[src/rtl/wb_tag_pipe_if.sv]
// Bus between the ID stage and the destination-tag pipe: ID-side tag inputs and
// the per-stage tags, scoreboard and retire count published back to the core.
interface wb_tag_pipe_if #(
    parameter int RSIZE = 5,
    parameter int CNTW  = 32
);
    logic                  ID_Valid;
    logic [RSIZE-1:0]      ID_WAddr;
    logic                  ID_RFWen;
    logic                  ID_WDataSc2;
    logic                  stall;
    logic                  flush;

    logic                  EX_Valid;
    logic                  MEM_Valid;
    logic                  WB_Valid;
    logic [RSIZE-1:0]      EX_WAddr;
    logic [RSIZE-1:0]      MEM_WAddr;
    logic [RSIZE-1:0]      WB_WAddr;
    logic                  EX_RFWen;
    logic                  MEM_RFWen;
    logic                  WB_RFWen;
    logic                  EX_WDataSc2;
    logic                  MEM_WDataSc2;
    logic [2**RSIZE-1:0]   busy;
    logic [CNTW-1:0]       retire_cnt;

    modport master (
        output ID_Valid, ID_WAddr, ID_RFWen, ID_WDataSc2, stall, flush,
        input  EX_Valid, MEM_Valid, WB_Valid, EX_WAddr, MEM_WAddr, WB_WAddr,
               EX_RFWen, MEM_RFWen, WB_RFWen, EX_WDataSc2, MEM_WDataSc2,
               busy, retire_cnt
    );

    modport slave (
        input  ID_Valid, ID_WAddr, ID_RFWen, ID_WDataSc2, stall, flush,
        output EX_Valid, MEM_Valid, WB_Valid, EX_WAddr, MEM_WAddr, WB_WAddr,
               EX_RFWen, MEM_RFWen, WB_RFWen, EX_WDataSc2, MEM_WDataSc2,
               busy, retire_cnt
    );
endinterface

[src/rtl/wb_tag_pipe.sv]
// Carries each instruction's destination tag from ID through EX, MEM and WB and
// derives the pending-write scoreboard and the retired-instruction counter.
module wb_tag_pipe #(
    parameter int RSIZE = 5,
    parameter int CNTW  = 32
) (
    input  logic         clk,
    input  logic         rst_n,
    wb_tag_pipe_if.slave bus
);
    localparam int NREG = 2 ** RSIZE;

    logic              id_wen;
    logic              id_issue;
    logic              id_valid_next;
    logic              id_rfwen_next;
    logic [RSIZE-1:0]  id_waddr_next;
    logic              id_sc2_next;

    logic              ex_valid_reg,  mem_valid_reg,  wb_valid_reg;
    logic              ex_rfwen_reg,  mem_rfwen_reg,  wb_rfwen_reg;
    logic [RSIZE-1:0]  ex_waddr_reg,  mem_waddr_reg,  wb_waddr_reg;
    logic              ex_sc2_reg,    mem_sc2_reg;
    logic [CNTW-1:0]   retire_cnt_reg;

    // Writes to r0 are dropped here so nothing downstream has to special-case it.
    always_comb begin
        id_wen        = bus.ID_Valid & bus.ID_RFWen & (bus.ID_WAddr != '0);
        id_issue      = bus.ID_Valid & ~bus.stall & ~bus.flush;
        id_valid_next = id_issue;
        id_rfwen_next = id_issue & id_wen;
        id_waddr_next = (id_issue & id_wen) ? bus.ID_WAddr : '0;
        id_sc2_next   = id_issue & id_wen & bus.ID_WDataSc2;
    end

    always_ff @(posedge clk or negedge rst_n) begin
        if (!rst_n) begin
            ex_valid_reg   <= 1'b0;
            ex_rfwen_reg   <= 1'b0;
            ex_waddr_reg   <= '0;
            ex_sc2_reg     <= 1'b0;
            mem_valid_reg  <= 1'b0;
            mem_rfwen_reg  <= 1'b0;
            mem_waddr_reg  <= '0;
            mem_sc2_reg    <= 1'b0;
            wb_valid_reg   <= 1'b0;
            wb_rfwen_reg   <= 1'b0;
            wb_waddr_reg   <= '0;
            retire_cnt_reg <= '0;
        end else begin
            ex_valid_reg   <= id_valid_next;
            ex_rfwen_reg   <= id_rfwen_next;
            ex_waddr_reg   <= id_waddr_next;
            ex_sc2_reg     <= id_sc2_next;
            // The back end never stalls; already-issued instructions always drain.
            mem_valid_reg  <= ex_valid_reg;
            mem_rfwen_reg  <= ex_rfwen_reg;
            mem_waddr_reg  <= ex_waddr_reg;
            mem_sc2_reg    <= ex_sc2_reg;
            wb_valid_reg   <= mem_valid_reg;
            wb_rfwen_reg   <= mem_rfwen_reg;
            wb_waddr_reg   <= mem_waddr_reg;
            if (wb_valid_reg)
                retire_cnt_reg <= retire_cnt_reg + CNTW'(1);
        end
    end

    assign bus.EX_Valid     = ex_valid_reg;
    assign bus.EX_RFWen     = ex_rfwen_reg;
    assign bus.EX_WAddr     = ex_waddr_reg;
    assign bus.EX_WDataSc2  = ex_sc2_reg;
    assign bus.MEM_Valid    = mem_valid_reg;
    assign bus.MEM_RFWen    = mem_rfwen_reg;
    assign bus.MEM_WAddr    = mem_waddr_reg;
    assign bus.MEM_WDataSc2 = mem_sc2_reg;
    assign bus.WB_Valid     = wb_valid_reg;
    assign bus.WB_RFWen     = wb_rfwen_reg;
    assign bus.WB_WAddr     = wb_waddr_reg;
    assign bus.retire_cnt   = retire_cnt_reg;

    // r0 is hard-wired, so its scoreboard bit is a constant zero.
    genvar gi;
    generate
        for (gi = 0; gi < NREG; gi++) begin : g_busy
            if (gi == 0) begin : g_r0
                assign bus.busy[gi] = 1'b0;
            end else begin : g_rn
                assign bus.busy[gi] =
                    (ex_valid_reg  & ex_rfwen_reg  & (ex_waddr_reg  == RSIZE'(gi))) |
                    (mem_valid_reg & mem_rfwen_reg & (mem_waddr_reg == RSIZE'(gi))) |
                    (wb_valid_reg  & wb_rfwen_reg  & (wb_waddr_reg  == RSIZE'(gi)));
            end
        end
    endgenerate
endmodule

[src/flat_wrapper.sv]
// flat-port wrapper written by rule: the top's interface ports become plain ports
module wb_tag_pipe_flat 
#(
    parameter int RSIZE = 5,
    parameter int CNTW  = 32
)
  (clk, rst_n, bus_ID_Valid, bus_ID_WAddr, bus_ID_RFWen, bus_ID_WDataSc2, bus_stall, bus_flush, bus_EX_Valid, bus_MEM_Valid, bus_WB_Valid, bus_EX_WAddr, bus_MEM_WAddr, bus_WB_WAddr, bus_EX_RFWen, bus_MEM_RFWen, bus_WB_RFWen, bus_EX_WDataSc2, bus_MEM_WDataSc2, bus_busy, bus_retire_cnt);
  wb_tag_pipe_if #(.RSIZE(RSIZE), .CNTW(CNTW)) bus_i ();
  input  logic clk;
  input  logic rst_n;
  input wire logic [$bits(bus_i.ID_Valid)-1:0] bus_ID_Valid;
  input wire logic [$bits(bus_i.ID_WAddr)-1:0] bus_ID_WAddr;
  input wire logic [$bits(bus_i.ID_RFWen)-1:0] bus_ID_RFWen;
  input wire logic [$bits(bus_i.ID_WDataSc2)-1:0] bus_ID_WDataSc2;
  input wire logic [$bits(bus_i.stall)-1:0] bus_stall;
  input wire logic [$bits(bus_i.flush)-1:0] bus_flush;
  output wire logic [$bits(bus_i.EX_Valid)-1:0] bus_EX_Valid;
  output wire logic [$bits(bus_i.MEM_Valid)-1:0] bus_MEM_Valid;
  output wire logic [$bits(bus_i.WB_Valid)-1:0] bus_WB_Valid;
  output wire logic [$bits(bus_i.EX_WAddr)-1:0] bus_EX_WAddr;
  output wire logic [$bits(bus_i.MEM_WAddr)-1:0] bus_MEM_WAddr;
  output wire logic [$bits(bus_i.WB_WAddr)-1:0] bus_WB_WAddr;
  output wire logic [$bits(bus_i.EX_RFWen)-1:0] bus_EX_RFWen;
  output wire logic [$bits(bus_i.MEM_RFWen)-1:0] bus_MEM_RFWen;
  output wire logic [$bits(bus_i.WB_RFWen)-1:0] bus_WB_RFWen;
  output wire logic [$bits(bus_i.EX_WDataSc2)-1:0] bus_EX_WDataSc2;
  output wire logic [$bits(bus_i.MEM_WDataSc2)-1:0] bus_MEM_WDataSc2;
  output wire logic [$bits(bus_i.busy)-1:0] bus_busy;
  output wire logic [$bits(bus_i.retire_cnt)-1:0] bus_retire_cnt;
  assign bus_i.ID_Valid = bus_ID_Valid;
  assign bus_i.ID_WAddr = bus_ID_WAddr;
  assign bus_i.ID_RFWen = bus_ID_RFWen;
  assign bus_i.ID_WDataSc2 = bus_ID_WDataSc2;
  assign bus_i.stall = bus_stall;
  assign bus_i.flush = bus_flush;
  assign bus_EX_Valid = bus_i.EX_Valid;
  assign bus_MEM_Valid = bus_i.MEM_Valid;
  assign bus_WB_Valid = bus_i.WB_Valid;
  assign bus_EX_WAddr = bus_i.EX_WAddr;
  assign bus_MEM_WAddr = bus_i.MEM_WAddr;
  assign bus_WB_WAddr = bus_i.WB_WAddr;
  assign bus_EX_RFWen = bus_i.EX_RFWen;
  assign bus_MEM_RFWen = bus_i.MEM_RFWen;
  assign bus_WB_RFWen = bus_i.WB_RFWen;
  assign bus_EX_WDataSc2 = bus_i.EX_WDataSc2;
  assign bus_MEM_WDataSc2 = bus_i.MEM_WDataSc2;
  assign bus_busy = bus_i.busy;
  assign bus_retire_cnt = bus_i.retire_cnt;
  wb_tag_pipe #(.RSIZE(RSIZE), .CNTW(CNTW)) u_core (.clk(clk), .rst_n(rst_n), .bus(bus_i));
endmodule
[config.mk]
export PLATFORM = sky130hd
export DESIGN_NAME = wb_tag_pipe_flat
export DESIGN_NICKNAME = d
export VERILOG_FILES = /design/src/rtl/wb_tag_pipe_if.sv /design/src/rtl/wb_tag_pipe.sv /design/src/flat_wrapper.sv
export SDC_FILE = /design/constraint.sdc
export NUM_CORES = 1
export LEC_CHECK = 0
export BUFFER_PORTS_ARGS = -buffer_cell sky130_fd_sc_hd__clkbuf_2
export CORE_ASPECT_RATIO = 0.5
export CORE_UTILIZATION = 45
export CTS_CLUSTER_DIAMETER = 200
export DETAILED_ROUTE_END_ITERATION = 6
export GPL_TIMING_DRIVEN = 0
export PLACE_DENSITY = 0.82
export SYNTH_ARGS = -nofsm -noshare
export SYNTH_HDL_FRONTEND = slang
export SYNTH_SLANG_ARGS = --single-unit
[constraint.sdc]
create_clock -name clk -period 2 [get_ports clk]
set_clock_uncertainty 0.1 [all_clocks]
set_input_delay 0.1 -clock clk [delete_from_list [all_inputs] [get_ports clk]]
set_output_delay 0.1 -clock clk [all_outputs]
set_load 0.02 [all_outputs]
# After elaboration in Yosys (flattened, before gate mapping)
# Cells that the tools add are included.
word_totals:
  register_bits: 55
  latchBits: 0
  ramBits: 0
  mem_bits_ro: 0
  in_bits: 12
  out_inout_bits: 87
  word_cells: 274
  memories: 0
classes:
  add_sub_neg: 1
  multipliers: 0
  n_div: 0
  n_lt_le_gt_ge: 0
  n_eq_ne: 93
  shifts: 0
  muxes: 1
  n_bitwise: 166
  n_reduce_logical: 1
op_table:
  columns: ["op", "n"]
  rows:
  - ["equality test 5 bit (second input constant)", 48]
  - ["equality test 5 x 4 -> 1 bit (second input constant)", 24]
  - ["bitwise AND 1 bit", 102]
  - ["OR 1 bit", 62]
  - ["equality test 5 x 3 -> 1 bit (second input constant)", 12]
  - ["adder 32 x 1 -> 32 bit (second input constant)", 1]
  - ["equality test 5 x 2 -> 1 bit (second input constant)", 6]
  - ["equality test 5 x 1 -> 1 bit (second input constant)", 3]
  - ["two-way mux 5 bit", 1]
  - ["nonzero test 5 bit", 1]
  - ["inverter 1 bit", 2]

# Logic depth before layout (Yosys ltp)
# Gate-level depths: netlist of run 1.
depth:
  word_depth: 5
  depth_mapped: 5

# Worst setup path before layout of run 1
# OpenSTA, ideal clock, no wires.
synth_timing:
  path_kind: "flip-flop to output port"
  from: "register u_core.wb_valid_reg (netlist: u_core.bus.WB_Valid)"
  to: "output port bus_busy[27]"
  t_arrival_ns: 1.483
  slack_ns: 0.317
  stages_incl_launch_ff: 6
  n_path_buf: 1
  path_cell_list: "dfrtp_1 -> buf_2 -> nand3_1 -> nor3b_1 -> a32oi_1 -> nand2_1"
synth_via:
  elab_chain_len: 3
synth_rtl:
  columns: ["item", "line", "source"]
  rows:
  - ["start: declaration", "wb_tag_pipe.sv:20", "logic ex_valid_reg, mem_valid_reg, wb_valid_reg;"]
  - ["start signal: assignment", "wb_tag_pipe.sv:60", "wb_valid_reg <= mem_valid_reg;"]
  - ["bitwise AND 1 bit (2 in a row)", "wb_tag_pipe.sv:91", "(wb_valid_reg & wb_rfwen_reg & (wb_waddr_reg == RSIZE'(gi)));"]
  - ["OR 1 bit", "wb_tag_pipe.sv:90", "(mem_valid_reg & mem_rfwen_reg & (mem_waddr_reg == RSIZE'(gi))) |"]
  - ["end: declaration", "flat_wrapper.sv:28", "output wire logic [$bits(bus_i.busy)-1:0] bus_busy;"]
# No other way between the ends.

# Worst setup path in the final report of run 1
layout_timing:
  from: "register u_core.ex_waddr_reg[2] (netlist: u_core.bus.EX_WAddr[2])"
  to: "output port bus_busy[7]"
layout_via:
  elab_chain_len: 4
layout_rtl:
  columns: ["item", "line", "source"]
  rows:
  - ["start: declaration", "wb_tag_pipe.sv:22", "logic [RSIZE-1:0] ex_waddr_reg, mem_waddr_reg, wb_waddr_reg;"]
  - ["start signal: assignment", "wb_tag_pipe.sv:53", "ex_waddr_reg <= id_waddr_next;"]
  - ["equality test 5 x 3 -> 1 bit", "wb_tag_pipe.sv:89", "(ex_valid_reg & ex_rfwen_reg & (ex_waddr_reg == RSIZE'(gi))) |"]
  - ["bitwise AND 1 bit", "wb_tag_pipe.sv:89", null]
  - ["OR 1 bit", "wb_tag_pipe.sv:89", null]
  - ["OR 1 bit", "wb_tag_pipe.sv:90", null]
# No other way between the ends.

==> results.py, run 1 <==
metrics = {
    "run_status": {
        "status": "complete, no violations",
    },
    "finish": {
        "most-common-layout-cells": "clkbuf_2 (99), nand2_1 (65), dfrtp_1 (54)",
        "syn_to_final_growth_pct": 36.14,
        "finish.utilization_pct": 65.28,
        "nNetsFinal": 451,
        "largest_reg_flops": 32,
        "final_common_cell": "clkbuf_2",
        "n_antenna_cell": 0,
        "multi_input_area_sq_mm": 0.001657,
        "fillCellCount": 487,
        "drive_above_1_share_pct": 35.54,
        "seqCellArea_sq_mm": 0.001378,
    },
    "setup_path": {
        "critical_path_class": "reg -> out",
        "critPathRequiredTime_ns": 1.80,
        "crit_arrival_ns": 1.75,
        "slowest_stage": "dfrtp_1",
        "cp-start-kind": "flip-flop",
        "crit_path_max_incr_delay_ns": 0.38,
        "critical_path.endpoint_type": "output port",
        "cp_cell_sequence": "clkbuf_4 -> nor2b_4 -> nor2b_2 -> a32oi_1 -> nand2_1 -> clkbuf_2",
        "critPathMaxFanout": 10,
    },
    "routing": {
        "drt_iter0_drc": 456,
        "wl_microns": 7931,
        "drc": 0,
        "vias": 2919,
        "routedWlPerCell_microns": 15.05,
        "antenna_left": 0,
        "via_per_inst": 5.539,
        "first_pass_iters": 6,
    },
    "die": {
        "io_pins": 99,
        "die-area_sq_mm": 0.006990,
        "start_util_pct": 47.95,
        "die_w_microns": 117.2,
        "coreArea_sq_mm": 0.006231,
        "rows": 20,
        "dieHeight_microns": 59.62,
    },
    "worst_hold_path": {
        "hp-class": "in -> reg",
    },
    "synth": {
        "mappedNetlistArea_sq_mm": 0.002988,
        "ys_warn_count": 0,
        "synth_cell_types": 36,
        "synth.avg_cell_area_sq_um": 9.279,
        "ys_ff_latch": 55,
        "syn_inst": 322,
        "seq_area_frac_synth_pct": 46.06,
        "syn-num-nets": 335,
    },
    "timing": {
        "hold_viol_final": 0,
        "worstMarginPinSlew_ns": 0.6797,
        "relSlewSlack_pct": 54.59,
        "period_needed_ns": 1.952,
        "setup_viol": 0,
        "min_period_over_period_pct": 97.58,
        "final_max_slew_viol_count": 0,
        "grt_setup_unrepaired": "true",
        "fmax_mhz": 512.4,
    },
    "clock_network": {
        "htree_levels": 2,
        "clk_latency_ns": 0.29,
        "cts_tree": "built",
        "numCtsBuffers": 5,
        "root_buffer": "clkbuf_16",
        "clk_pin_slew_ns": 0.07,
        "ctsLongestPathBuffers": 2,
        "clkSinkCount": 55,
    },
    "grt": {
        "antenna_found_initial": 0,
        "grt_overflow": 0,
        "grt_max_degree": 56,
        "grt_usage_pct": 22.80,
        "grtUsageMet1_pct": 30.75,
        "grt_use_met3_pct": 3.067,
        "grt_pass1_vias": 2553,
        "gr-usage-met2_pct": 38.99,
        "busiest_layer": "met2",
        "grt_pass1_wl_microns": 12250,
    },
    "job": {
        "max-cap-violations": 0,
    },
    "power_and_ir_drop": {
        "leakagePower_nw": 2.067,
        "power.density_mw_per_mm2": 647.5,
        "power_mw": 2.634,
        "ir_worst_vdd_v": 0.0003820,
    },
    "place": {
        "routabilityCongestion": 0.9116,
        "place_hpwl_microns": 5410,
        "portBuffers": 97,
    },
}
==> cell families after synthesis <==
group,Yosys count,synth area share [%]
compound gates,30,8.250
buf+inv,19,3.099
xor+xnor,31,9.087
flops,55,46.06
other cells,1,0.1255
mux,1,0.3769
simple gates,184,32.58
fa+ha+maj,1,0.4187
==> report_power, final <==
part | internal (mW) | total (mW) | switching [mW] | leakage, nW
Clock | 0.717 | 1.08 | 0.363 | 0.0911
Combinational | 0.126 | 0.325 | 0.200 | 1.22
Sequential | 1.17 | 1.23 | 0.0629 | 0.755
==> cell usage after synthesis (all sizes together) <==
| cell type | n | area (sq um) |
|---|---|---|
| xnor2 | 26 | 227.7 |
| xor2 | 5 | 43.79 |
| and3 | 9 | 56.30 |
| and2 | 1 | 6.260 |
| ha | 1 | 12.51 |
| nand4b | 3 | 26.28 |
| a32oi | 11 | 96.34 |
| or2 | 1 | 6.260 |
| nor2 | 18 | 67.56 |
| nor4 | 2 | 27.53 |
| nor3 | 9 | 61.31 |
| and4 | 3 | 26.28 |
| buf | 10 | 58.81 |
| dfrtp | 55 | 1376 |
| o211a | 1 | 10.01 |
| nand2 | 65 | 244.0 |
| mux2 | 1 | 11.26 |
| a222oi | 2 | 20.02 |
| and2b | 1 | 7.510 |
| nand3b | 3 | 22.52 |
| clkbuf | 6 | 22.52 |
| nand3 | 31 | 160.1 |
| nor3b | 6 | 45.04 |
| nor2b | 19 | 118.9 |
| a22oi | 16 | 120.1 |
| inv | 3 | 11.26 |
| nand4 | 12 | 90.09 |
| or4 | 1 | 7.510 |
| conb | 1 | 3.750 |
==> path summary, 6_finish.rpt <==
kind	cells after the start	from	to	slack (ns)
worst max-delay path	6	u_core.bus.EX_WAddr[2]$_DFF_PN0_	bus_busy[7]	0.05
worst min-delay path	3	bus_stall	u_core.bus.EX_RFWen$_DFF_PN0_	0.1
worst max register to register	4	u_core.bus.retire_cnt[6]$_DFFE_PN0P_	u_core.bus.retire_cnt[26]$_DFFE_PN0P_	0.30
worst min register to register	0	u_core.bus.EX_WDataSc2$_DFF_PN0_	u_core.bus.MEM_WDataSc2$_DFF_PN0_	0.29
max in group asynchronous	3	rst_n	u_core.bus.retire_cnt[16]$_DFFE_PN0P_	1.16
min in group asynchronous	2	rst_n	u_core.bus.retire_cnt[26]$_DFFE_PN0P_	0.13
==> stage by stage <==
stage          setup WS [ns]  hold slack, ns   TNS (ns)  area (sq um)  cells
2_1_floorplan         0.3171         -0.2956          0          2988    322
3_3_place_gp          0.1312          0.2106          0          3583    507
3_5_place_dp          0.1522          0.2137          0          3583    507
4_1_cts            -0.006149         0.04160  -0.009295          3938    523
5_1_grt             -0.02920          0.1031    -0.1889          4068    527
6_report             0.04847         0.09965          0          4068    527
==> worst max-delay path: cells and delay by family, from the launching register on <==
| kind | cells | cell delay, ns |
|---|---|---|
| and+or+nand+nor | 3 | 0.56 |
| DFF | 1 | 0.38 |
| AOI/OAI and AO/OA | 1 | 0.13 |
| buffers and inverters | 2 | 0.39 |
==> area by class of cell <==
| cell class | instances | share of cell area, % |
|---|---|---|
| Inverter | 3 | 0.2768 |
| Multi-Input combinational cell | 248 | 40.73 |
| Tap cell | 88 | 2.707 |
| Timing Repair Buffer | 110 | 15.26 |
| Clock buffer | 6 | 3.168 |
| Buffer | 15 | 2.522 |
| Sequential cell | 55 | 33.87 |
| Clock inverter | 2 | 1.476 |
==> per-layer routing <==
layer  share of wire [%]  routed length [microns]
met1                  43                     3406
met2                  50                     3932
met3                 6.5                      512
met4                0.98                       78
met5                   0                        0
==> timing repair <==
action | 4_1_cts | 5_1_grt
hold endpoints to repair | 8 | 55
hold buffers | 9 | 1
resized for setup | 24 | 29
endpoints found under the setup margin | 27 | 32
setup buffers | 0 | 2
pin swaps | 1 | 2
Power figures use the tool's default switching activity.
==> run 2: changes to the inputs <==
--- a/config.mk
+++ b/config.mk
@@ -6,12 +6,14 @@
 export NUM_CORES = 1
 export LEC_CHECK = 0
 export BUFFER_PORTS_ARGS = -buffer_cell sky130_fd_sc_hd__clkbuf_2
+export CELL_PAD_IN_SITES_DETAIL_PLACEMENT = 0
+export CELL_PAD_IN_SITES_GLOBAL_PLACEMENT = 2
 export CORE_ASPECT_RATIO = 0.5
-export CORE_UTILIZATION = 45
+export CORE_UTILIZATION = 30
 export CTS_CLUSTER_DIAMETER = 200
 export DETAILED_ROUTE_END_ITERATION = 6
 export GPL_TIMING_DRIVEN = 0
-export PLACE_DENSITY = 0.82
+export PLACE_DENSITY = 0.91
 export SYNTH_ARGS = -nofsm -noshare
 export SYNTH_HDL_FRONTEND = slang
 export SYNTH_SLANG_ARGS = --single-unit
==> run 2 against run 1 <==
Effect of this change:
- sequential cell count did not move
- critical path depth rose by 1
- global-route usage fell by 6.2 points
- sequential share of layout area fell by 0.50 points
- largest power group unchanged
- largest cell class unchanged
- clock-buffer cell count did not move
- design area rose by 1.5%
- final cell count rose by 9.3%
- highest routed layer unchanged
==> results.py, run 2 (synthesized netlist as in run 1, its figures left out) <==
metrics = {
    "timing": {
        "hold_ws_ns": 0.009402,
        "period_needed_ns": 1.974,
        "hold_viol_final": 0,
        "final_max_slew_viol_count": 0,
        "worstMarginPinSlew_ns": 0.7048,
        "relSlewSlack_pct": 53.01,
        "min_period_over_period_pct": 98.72,
        "setup_viol": 0,
        "grt_setup_unrepaired": "true",
        "fin_tns_setup_ns": 0,
        "fmax_mhz": 506.5,
    },
    "place": {
        "portBuffers": 97,
        "routabilityCongestion": 0.9062,
        "place_hpwl_microns": 6204,
    },
    "power_and_ir_drop": {
        "leakagePower_nw": 2.059,
        "p_comb_share_pct": 13.4,
        "power_switching_mw": 0.6523,
        "share_seq_of_total_power_pct": 50.4,
        "ir_worst_vdd_v": 0.0005535,
        "power.density_mw_per_mm2": 590.8,
        "power_mw": 2.439,
        "p_sw_share_pct": 26.74,
        "p_int_mw": 1.787,
        "p_clk_share_pct": 36.2,
    },
    "clock_network": {
        "cts_tree": "built",
        "numCtsBuffers": 5,
        "ctsLongestPathBuffers": 2,
        "clk_latency_ns": 0.28,
        "clk_pin_slew_ns": 0.07,
        "htree_levels": 2,
        "root_buffer": "clkbuf_16",
        "clkSinkCount": 55,
    },
    "die": {
        "start_util_pct": 31.32,
        "coreArea_sq_mm": 0.009540,
        "die-area_sq_mm": 0.01039,
        "dieHeight_microns": 72.57,
        "die_w_microns": 143.1,
        "io_pins": 99,
        "rows": 25,
    },
    "finish": {
        "nNetsFinal": 453,
        "most-common-layout-cells": "clkbuf_2 (96), nand2_1 (65), dfrtp_1 (54)",
        "fillCellCount": 966,
        "n_antenna_cell": 0,
        "final_common_cell": "clkbuf_2",
        "drive_above_1_share_pct": 37.64,
        "syn_to_final_growth_pct": 38.19,
        "largest_reg_flops": 32,
    },
    "routing": {
        "wl_microns": 8489,
        "antenna_left": 0,
        "first_pass_iters": 5,
        "via_per_inst": 4.905,
        "drc": 0,
        "routedWlPerCell_microns": 14.74,
        "vias": 2825,
        "drt_iter0_drc": 124,
    },
    "grt": {
        "antenna_found_initial": 0,
        "grt_overflow": 0,
        "grt_max_degree": 56,
        "grt_pass1_wl_microns": 13600,
        "grt_pass1_vias": 2657,
        "grt_usage_pct": 16.57,
    },
    "setup_path": {
        "critPathMaxFanout": 10,
        "crit_arrival_ns": 1.77,
        "critical_path_class": "reg -> out",
        "critical_path.endpoint_type": "output port",
        "cp-start-kind": "flip-flop",
        "critPathRequiredTime_ns": 1.80,
    },
    "run_status": {
        "status": "complete, no violations",
    },
    "job": {
        "max-cap-violations": 0,
    },
    "worst_hold_path": {
        "hp-class": "in -> reg",
    },
}
[run 2: cell count changes in the layout (fill, tap and decap cells not counted), sizes merged]
cell and delta:
clkbuf -2, dlygate4sd3 -1, buf +5, clkinvlp +1
clkinv +1, bufinv -2
[run 2: worst max-delay path, cell delays in order (launching register included)]
cell	delay, ns
dfrtp_1	0.38
buf_6	0.15
nand3b_1	0.18
buf_6	0.17
nor3_4	0.05
a222oi_1	0.33
inv_1	0.07
buf_2	0.16
[run 2: cell type report]
| cell class | count | area (sq um) | share of cell area, % |
|---|---|---|---|
| multi-input combinational | 248 | 1682 | 40.73 |
| sequential | 55 | 1378 | 33.36 |
| inverter | 3 | 11.26 | 0.2727 |
| buffer | 14 | 100.1 | 2.424 |
| clock inverter | 2 | 16.27 | 0.3939 |
| tap | 135 | 168.9 | 4.091 |
| clock buffer | 6 | 138.9 | 3.364 |
| timing repair buffer | 113 | 634.4 | 15.36 |
[run 2: power groups by stage]
stage	sequential (mW)	combinational, mW	clock [mW]
2_1_floorplan	1.31	0.115	0
3_3_place_gp	1.25	0.306	0
3_5_place_dp	1.25	0.312	0
4_1_cts	1.23	0.327	0.915
5_1_grt	1.24	0.370	0.955
6_report	1.23	0.327	0.883
[run 2: metal layers]
metal	vias to the layer above	track usage, %	routed length [microns]
met5	-	0	0
met4	0	2.867	46
met3	4	2.165	369
met2	77	28.40	4055
met1	1364	22.79	4017
li1	1380	-	-
[run 2: what timing repair did]
action                     4_1_cts  5_1_grt
buffers inserted                 1        6
gates resized for setup         26       37
hold buffers                     8        1
hold endpoints to repair         7       55
pin swaps                        0        3
setup endpoints to repair       29       31
[run 2: path summary, 6_finish.rpt]
path	start	endpoint	depth (start not counted)	slack, ns
min in group asynchronous	rst_n	u_core.bus.retire_cnt[22]$_DFFE_PN0P_	2	0.30
max reg2reg	u_core.bus.retire_cnt[0]$_DFFE_PN0P_	u_core.bus.retire_cnt[28]$_DFFE_PN0P_	5	0.19
max	u_core.bus.WB_Valid$_DFF_PN0_	bus_busy[8]	7	0.03
min	bus_ID_RFWen	u_core.bus.EX_WAddr[0]$_DFF_PN0_	2	0.009
max in group asynchronous	rst_n	u_core.bus.WB_WAddr[0]$_DFF_PN0_	2	0.97
min reg2reg	u_core.bus.EX_WDataSc2$_DFF_PN0_	u_core.bus.MEM_WDataSc2$_DFF_PN0_	0	0.28
[run 2: through the flow]
stage          area, sq um  instances  setup slack [ns]  util (%)
2_1_floorplan         2988        322            0.3171         -
3_3_place_gp          3642        554          0.008875     38.18
3_5_place_dp          3642        554           0.04799     38.18
4_1_cts               3968        570          -0.09585     41.59
5_1_grt               4129        576          -0.07502     43.28
6_report              4129        576           0.02554     43.28
